### config.mk
export PLATFORM = sky130hd
export DESIGN_NAME = eth_frame_recorder_flat
export DESIGN_NICKNAME = d
export VERILOG_FILES = /design/src/rtl/eth_frame_recorder_if.sv /design/src/rtl/eth_frame_recorder.sv /design/src/flat_wrapper.sv
export SDC_FILE = /design/constraint.sdc
export NUM_CORES = 1
export LEC_CHECK = 0
export ABC_AREA = 1
export CAP_MARGIN = 20
export CORE_ASPECT_RATIO = 0.5
export CORE_MARGIN = 1
export CORE_UTILIZATION = 49
export DETAILED_ROUTE_END_ITERATION = 10
export PLACE_DENSITY = 0.78
export RECOVER_POWER = 100
export SYNTH_ARGS = -nofsm -noshare
export SYNTH_HDL_FRONTEND = slang
export SYNTH_SLANG_ARGS = --single-unit
### constraint.sdc
create_clock -name clk -period 2.95 [get_ports clk]
set_clock_uncertainty 0.15 [all_clocks]
set_input_delay 0.59 -clock clk [delete_from_list [all_inputs] [get_ports clk]]
set_output_delay 0.59 -clock clk [all_outputs]
set_load 0.02 [all_outputs]
### src/rtl/eth_frame_recorder_if.sv
// Byte-stream, control and BRAM-write signals of the Ethernet frame recorder.
// The master is the byte source / consumer side, the slave is the recorder.
interface eth_frame_recorder_if #(
  parameter int ADDR_W   = 11,
  parameter int LEN_W    = 11,
  parameter int BYTE_LEN = 8
);
  // Stream semantics: in_valid is a one-cycle strobe qualifying in_byte,
  // in_done a one-cycle end-of-frame pulse; there is no backpressure, so
  // the recorder must take every strobe in the cycle it is presented.
  logic                in_valid;
  logic [BYTE_LEN-1:0] in_byte;
  logic                in_done;
  logic                arm;
  logic                frame_ack;
  logic                ram_write_enable;
  logic [ADDR_W-1:0]   ram_write_addr;
  logic [BYTE_LEN-1:0] ram_write_val;
  logic                frame_ready;
  logic [ADDR_W-1:0]   frame_start_addr;
  logic [ADDR_W-1:0]   frame_end_addr;
  logic [LEN_W-1:0]    frame_len;
  logic                truncated;
  logic [7:0]          dropped_cnt;
  logic [2:0]          state_dbg;

  modport master (
    output in_valid, in_byte, in_done, arm, frame_ack,
    input  ram_write_enable, ram_write_addr, ram_write_val, frame_ready,
           frame_start_addr, frame_end_addr, frame_len, truncated,
           dropped_cnt, state_dbg
  );

  modport slave (
    input  in_valid, in_byte, in_done, arm, frame_ack,
    output ram_write_enable, ram_write_addr, ram_write_val, frame_ready,
           frame_start_addr, frame_end_addr, frame_len, truncated,
           dropped_cnt, state_dbg
  );
endinterface

### src/rtl/eth_frame_recorder.sv
// Strips preamble/SFD from received Ethernet bytes, stores the frame into a
// power-of-two ring buffer and reports it until the consumer acknowledges.
module eth_frame_recorder #(
  parameter int RAM_SIZE      = 2048,
  parameter int MAX_FRAME_LEN = 1522,
  parameter int BYTE_LEN      = 8,
  parameter int ADDR_W        = $clog2(RAM_SIZE),
  parameter int LEN_W         = $clog2(MAX_FRAME_LEN + 1)
) (
  input  logic                 clk,
  input  logic                 reset_n,
  eth_frame_recorder_if.slave  bus
);

  typedef enum logic [2:0] {
    S_IDLE    = 3'd0,
    S_HUNT    = 3'd1,
    S_CAPTURE = 3'd2,
    S_DROP    = 3'd3,
    S_DONE    = 3'd4
  } state_t;

  localparam logic [LEN_W-1:0]    MAX_LEN  = LEN_W'(MAX_FRAME_LEN);
  localparam logic [BYTE_LEN-1:0] PREAMBLE = BYTE_LEN'(8'h55);
  localparam logic [BYTE_LEN-1:0] SFD      = BYTE_LEN'(8'hD5);

  state_t            state;
  logic [ADDR_W-1:0] base;
  logic [LEN_W-1:0]  count;
  logic              trunc;

  // A byte arriving together with in_done is counted before the frame closes,
  // so the close decision works on the post-increment count.
  logic              take_byte;
  logic [LEN_W-1:0]  count_nx;
  logic              trunc_nx;

  assign take_byte = bus.in_valid && (count < MAX_LEN);
  assign count_nx  = count + LEN_W'(take_byte);
  assign trunc_nx  = trunc | (bus.in_valid & ~take_byte);

  assign bus.state_dbg = state;

  always_ff @(posedge clk or negedge reset_n) begin
    if (!reset_n) begin
      state                <= S_IDLE;
      base                 <= '0;
      count                <= '0;
      trunc                <= 1'b0;
      bus.ram_write_enable <= 1'b0;
      bus.ram_write_addr   <= '0;
      bus.ram_write_val    <= '0;
      bus.frame_ready      <= 1'b0;
      bus.frame_start_addr <= '0;
      bus.frame_end_addr   <= '0;
      bus.frame_len        <= '0;
      bus.truncated        <= 1'b0;
      bus.dropped_cnt      <= '0;
    end else begin
      bus.ram_write_enable <= 1'b0;
      case (state)
        S_IDLE: begin
          if (bus.arm) state <= S_HUNT;
        end
        S_HUNT: begin
          if (bus.in_done) begin
            state <= S_HUNT;
          end else if (bus.in_valid) begin
            if (bus.in_byte == SFD) begin
              state <= S_CAPTURE;
              count <= '0;
              trunc <= 1'b0;
            end else if (bus.in_byte != PREAMBLE) begin
              state <= S_DROP;
            end
          end
        end
        S_DROP: begin
          if (bus.in_done) state <= S_HUNT;
        end
        S_CAPTURE: begin
          if (take_byte) begin
            bus.ram_write_enable <= 1'b1;
            bus.ram_write_addr   <= base + ADDR_W'(count);
            bus.ram_write_val    <= bus.in_byte;
          end
          count <= count_nx;
          trunc <= trunc_nx;
          if (bus.in_done) begin
            if (count_nx == '0) begin
              state <= S_HUNT;
            end else begin
              bus.frame_start_addr <= base;
              bus.frame_end_addr   <= base + ADDR_W'(count_nx);
              bus.frame_len        <= count_nx;
              bus.truncated        <= trunc_nx;
              bus.frame_ready      <= 1'b1;
              state                <= S_DONE;
            end
          end
        end
        S_DONE: begin
          if (bus.in_done && bus.dropped_cnt != 8'hFF)
            bus.dropped_cnt <= bus.dropped_cnt + 8'd1;
          if (bus.frame_ack) begin
            base            <= bus.frame_end_addr;
            bus.frame_ready <= 1'b0;
            trunc           <= 1'b0;
            state           <= S_IDLE;
          end
        end
        default: state <= S_IDLE;
      endcase
    end
  end

endmodule

### src/flat_wrapper.sv
// flat-port wrapper written by rule: the top's interface ports become plain ports
module eth_frame_recorder_flat 
#(
  parameter int RAM_SIZE      = 2048,
  parameter int MAX_FRAME_LEN = 1522,
  parameter int BYTE_LEN      = 8,
  parameter int ADDR_W        = $clog2(RAM_SIZE),
  parameter int LEN_W         = $clog2(MAX_FRAME_LEN + 1)
)
  (clk, reset_n, bus_in_valid, bus_in_byte, bus_in_done, bus_arm, bus_frame_ack, bus_ram_write_enable, bus_ram_write_addr, bus_ram_write_val, bus_frame_ready, bus_frame_start_addr, bus_frame_end_addr, bus_frame_len, bus_truncated, bus_dropped_cnt, bus_state_dbg);
  eth_frame_recorder_if #(.ADDR_W(ADDR_W), .LEN_W(LEN_W), .BYTE_LEN(BYTE_LEN)) bus_i ();
  input  logic clk;
  input  logic reset_n;
  input wire logic [$bits(bus_i.in_valid)-1:0] bus_in_valid;
  input wire logic [$bits(bus_i.in_byte)-1:0] bus_in_byte;
  input wire logic [$bits(bus_i.in_done)-1:0] bus_in_done;
  input wire logic [$bits(bus_i.arm)-1:0] bus_arm;
  input wire logic [$bits(bus_i.frame_ack)-1:0] bus_frame_ack;
  output wire logic [$bits(bus_i.ram_write_enable)-1:0] bus_ram_write_enable;
  output wire logic [$bits(bus_i.ram_write_addr)-1:0] bus_ram_write_addr;
  output wire logic [$bits(bus_i.ram_write_val)-1:0] bus_ram_write_val;
  output wire logic [$bits(bus_i.frame_ready)-1:0] bus_frame_ready;
  output wire logic [$bits(bus_i.frame_start_addr)-1:0] bus_frame_start_addr;
  output wire logic [$bits(bus_i.frame_end_addr)-1:0] bus_frame_end_addr;
  output wire logic [$bits(bus_i.frame_len)-1:0] bus_frame_len;
  output wire logic [$bits(bus_i.truncated)-1:0] bus_truncated;
  output wire logic [$bits(bus_i.dropped_cnt)-1:0] bus_dropped_cnt;
  output wire logic [$bits(bus_i.state_dbg)-1:0] bus_state_dbg;
  assign bus_i.in_valid = bus_in_valid;
  assign bus_i.in_byte = bus_in_byte;
  assign bus_i.in_done = bus_in_done;
  assign bus_i.arm = bus_arm;
  assign bus_i.frame_ack = bus_frame_ack;
  assign bus_ram_write_enable = bus_i.ram_write_enable;
  assign bus_ram_write_addr = bus_i.ram_write_addr;
  assign bus_ram_write_val = bus_i.ram_write_val;
  assign bus_frame_ready = bus_i.frame_ready;
  assign bus_frame_start_addr = bus_i.frame_start_addr;
  assign bus_frame_end_addr = bus_i.frame_end_addr;
  assign bus_frame_len = bus_i.frame_len;
  assign bus_truncated = bus_i.truncated;
  assign bus_dropped_cnt = bus_i.dropped_cnt;
  assign bus_state_dbg = bus_i.state_dbg;
  eth_frame_recorder #(.RAM_SIZE(RAM_SIZE), .MAX_FRAME_LEN(MAX_FRAME_LEN), .BYTE_LEN(BYTE_LEN), .ADDR_W(ADDR_W), .LEN_W(LEN_W)) u_core (.clk(clk), .reset_n(reset_n), .bus(bus_i));
endmodule
==> qor.txt <==
Sw Pwr - 0.002858 W
ANT nets after route - 0
R2R Path Start - u_core.count[6]$_DFFE_PN0P_
Lkg Pwr - 3.701 nW
register area share after synthesis - 0.4403
core footprint - 9728 um^2
vias in the first global route - 4679
htree depth - 3
placed inst area - 6391 um^2
Setup WS post-layout - 0.08370 ns
share of cells above drive strength 1 - 0.1830
detailed placement HPWL - 10370 um
Req. time, crit path - 3.07 ns
max-cap viol count - 1
Hold Path Class - flip-flop to flip-flop
synth top area cells - dfrtp_1 44%, nand2_1 19%, ha_1 5.9%
Yosys reg bits - 89
Crit. End Element - flip-flop
cell taking the most area after synthesis - dfrtp_1
Final GP Congestion - 0.9327
RSZ-0062 raised after global routing - true
CTS root buf - clkbuf_16
GRT Util Overall - 0.2803
via count - 5040
DP Worst Slack - -0.4847 ns
count of final hold-check violations - 0
largest net degree at the start of global routing - 57
first-pass GRT wire length - 23270 um
Worst-Margin Slew - 1.947 ns
Initial DRC Count - 376
# setup viols final - 0
reg2reg end - u_core.bus.frame_end_addr[8]$_DFFE_PN0P_
switch share - 0.4306
Cell Rows - 25
Worst-Skew Late Latency - 0.34 ns
Initial Util - 0.5200
Inst Count DP - 911
Pre-antenna DRT Iters - 5
Reg power frac - 0.296
Slew Limit Headroom - -0.2980
EDFF count, synth - 0
drt drc - 0
Hold Path Sink - u_core.bus.frame_start_addr[4]$_DFFE_PN0P_
part of the power in the clock network - 0.168
Inserted Clock Buffers - 9
final instance area - 6969 um^2
Total Nets Final - 833
Syn Area/Cell - 7.711 um^2
die area - 10760 um^2
Routed wire per std cell - 15.59 um
Top FF cell, synth - dfrtp_1
input/output buffers - 79
Gate Count Post-Synth - 656
Crit Path Max Fanout - 4
total gr overflow - 0
via/cell ratio - 5.402
Area Overhead vs Synth - 37.77%
# IOs - 80
CTS Sinks - 89
Post-Route WL - 14550 um
Die X - 145.7 um
synth warn - 0
Finished Layout Cells - 933
min Tclk post-route - 2.866 ns
CTS tree - done
leading cell type in the layout, fill and taps excluded - nand2_1
Max IR drop VDD - 0.4191 mV
startpoint types - flip-flop
Die H - 73.85 um
Worst Path Arrival - 2.99 ns
Hold Startpoint - u_core.bus.frame_start_addr[4]$_DFFE_PN0P_
critical path type - flip-flop to flip-flop
distinct cell type count after synthesis - 30
cell area after synthesis - 5059 um^2
commonest non-fill, non-tap cells in the layout - 238 x nand2_1, 89 x dfrtp_1, 60 x buf_4, 59 x dlygate4sd3_1, 47 x inv_1
n_diodes - 0
initial antenna violation count - 0
total negative slack - 0 ns
status - finished with violations
Comb power frac - 0.535
violated checks - max-capacitance violations, max-slew violations
reg-to-reg slack, setup - 0.08 ns
Internal - 0.003779 W
Async S/R FF share, synth - 1.000
Synth top area share - 0.4403
Fmax - 348.9 MHz
Clock transition at path regs - 0.07 ns
max-slew violations - 34
Worst R2R Path Depth - 22
Pwr Density - 952.2 nW/um^2
syn nets - 696
Hold Path Cell Cnt - 2
part of the cycle the worst path needs - 0.9716
Total Power - 0.006636 W
CTS Buffer Depth - 2
[cells by family (layout without fill, tap and decap cells)]
group | after synthesis | count (layout) | synth area share
XOR/XNOR | 17 | 17 | 0.02943
buffers and inverters | 78 | 220 | 0.06357
adder cells (fa/ha/maj) | 26 | 26 | 0.06728
flip-flops | 89 | 89 | 0.4403
AND/OR/NAND/NOR | 392 | 392 | 0.3379
AO/OA/AOI/OAI | 54 | 54 | 0.06159
[cells in the mapped netlist (all sizes together), types with 4 or more instances]
cell type and number:
xor2 11, a21oi 14, nor2 40, nand4 43, nand2 258, a21o 4
nand3 41, inv 57, ha 24, dfrtp 89, buf 8, nor3 5
clkbuf 11, a22o 6, xnor2 6, o21ai 28
[worst max-delay path, stage by stage (launching register included)]
cell,delay [ns]
dfrtp_1,0.37
nand3_2,0.10
nor2_4,0.10
nand2_1,0.06
nand2_1,0.06
nand2_1,0.06
nand2_1,0.10
inv_2,0.05
ha_4,0.18
ha_4,0.17
buf_6,0.11
nand2_2,0.07
nand2_2,0.07
nand2_2,0.11
inv_2,0.06
ha_4,0.30
nand2_4,0.07
nor2_1,0.11
nor2_1,0.06
a21o_1,0.17
nand2_1,0.06
nand4_1,0.09
nand2_1,0.09
[repair_timing]
| action | in CTS | in global routing |
|---|---|---|
| resized for setup | 11 | 54 |
| endpoints found under the hold margin | 0 | 0 |
| setup endpoints to repair | 7 | 36 |
| setup buffers | 1 | 5 |
| pin swaps | 3 | 26 |
| hold buffers | 0 | 0 |
[state kept, by name, summed over array words and instances (netlist names)]
register / cells
u_core.bus.truncated: 1
u_core.count: 11
u_core.bus.ram_write_addr: 11
u_core.bus.state_dbg: 3
u_core.bus.ram_write_enable: 1
u_core.trunc: 1
u_core.bus.frame_start_addr: 11
u_core.bus.frame_end_addr: 11
u_core.bus.ram_write_val: 8
u_core.bus.frame_ready: 1
u_core.bus.frame_len: 11
u_core.base: 11
u_core.bus.dropped_cnt: 8
[how the worst max path moves through the flow]
| stage | start | cells past startpoint | end |
|---|---|---|---|
| finish | u_core.count[6]$_DFFE_PN0P_ | 22 | u_core.bus.frame_end_addr[8]$_DFFE_PN0P_ |
| global route | u_core.count[6]$_DFFE_PN0P_ | 24 | u_core.bus.frame_end_addr[10]$_DFFE_PN0P_ |
| CTS | u_core.count[6]$_DFFE_PN0P_ | 24 | u_core.bus.frame_end_addr[9]$_DFFE_PN0P_ |
| detailed placement | bus_in_valid | 17 | u_core.bus.frame_end_addr[5]$_DFFE_PN0P_ |
| global placement | bus_in_valid | 17 | u_core.bus.frame_end_addr[5]$_DFFE_PN0P_ |
| floorplan | u_core.count[7]$_DFFE_PN0P_ | 25 | u_core.bus.frame_end_addr[10]$_DFFE_PN0P_ |
[area by class of cell]
class	count	area [um^2]
Tap cell	135	168.9
Inverter	59	221.5
Timing Repair Buffer	145	1297
Clock inverter	6	48.80
Sequential cell	89	2227
Fill cell	752	2759
Clock buffer	10	239.0
Multi-Input combinational cell	489	2766
[stage by stage]
step	utilization	hold WS [ns]
5_1_grt	0.7164	0.3475
2_1_floorplan	-	0.1444
3_3_place_gp	0.6570	0.3049
6_report	0.7164	0.3164
4_1_cts	0.6953	0.06814
3_5_place_dp	0.6570	0.3084
[layer usage]
metal | global-route usage | vias to the layer above | wire length, um | part of all wire
met5 | 0 | - | 0 | 0
met4 | 0.08421 | 0 | 360 | 0.025
met3 | 0.04845 | 40 | 981 | 0.067
met2 | 0.4476 | 225 | 6481 | 0.45
met1 | 0.3938 | 2360 | 6726 | 0.46
li1 | - | 2415 | - | -
[power groups by stage]
stage	clock, W	combinational, W	sequential, W
3_5_place_dp	0	0.00329	0.00197
3_3_place_gp	0	0.00323	0.00196
2_1_floorplan	0	0.00141	0.00231
4_1_cts	0.00112	0.00340	0.00196
5_1_grt	0.00118	0.00389	0.00202
6_report	0.00112	0.00355	0.00197
No activity file was read; power rests on OpenSTA's default activity.
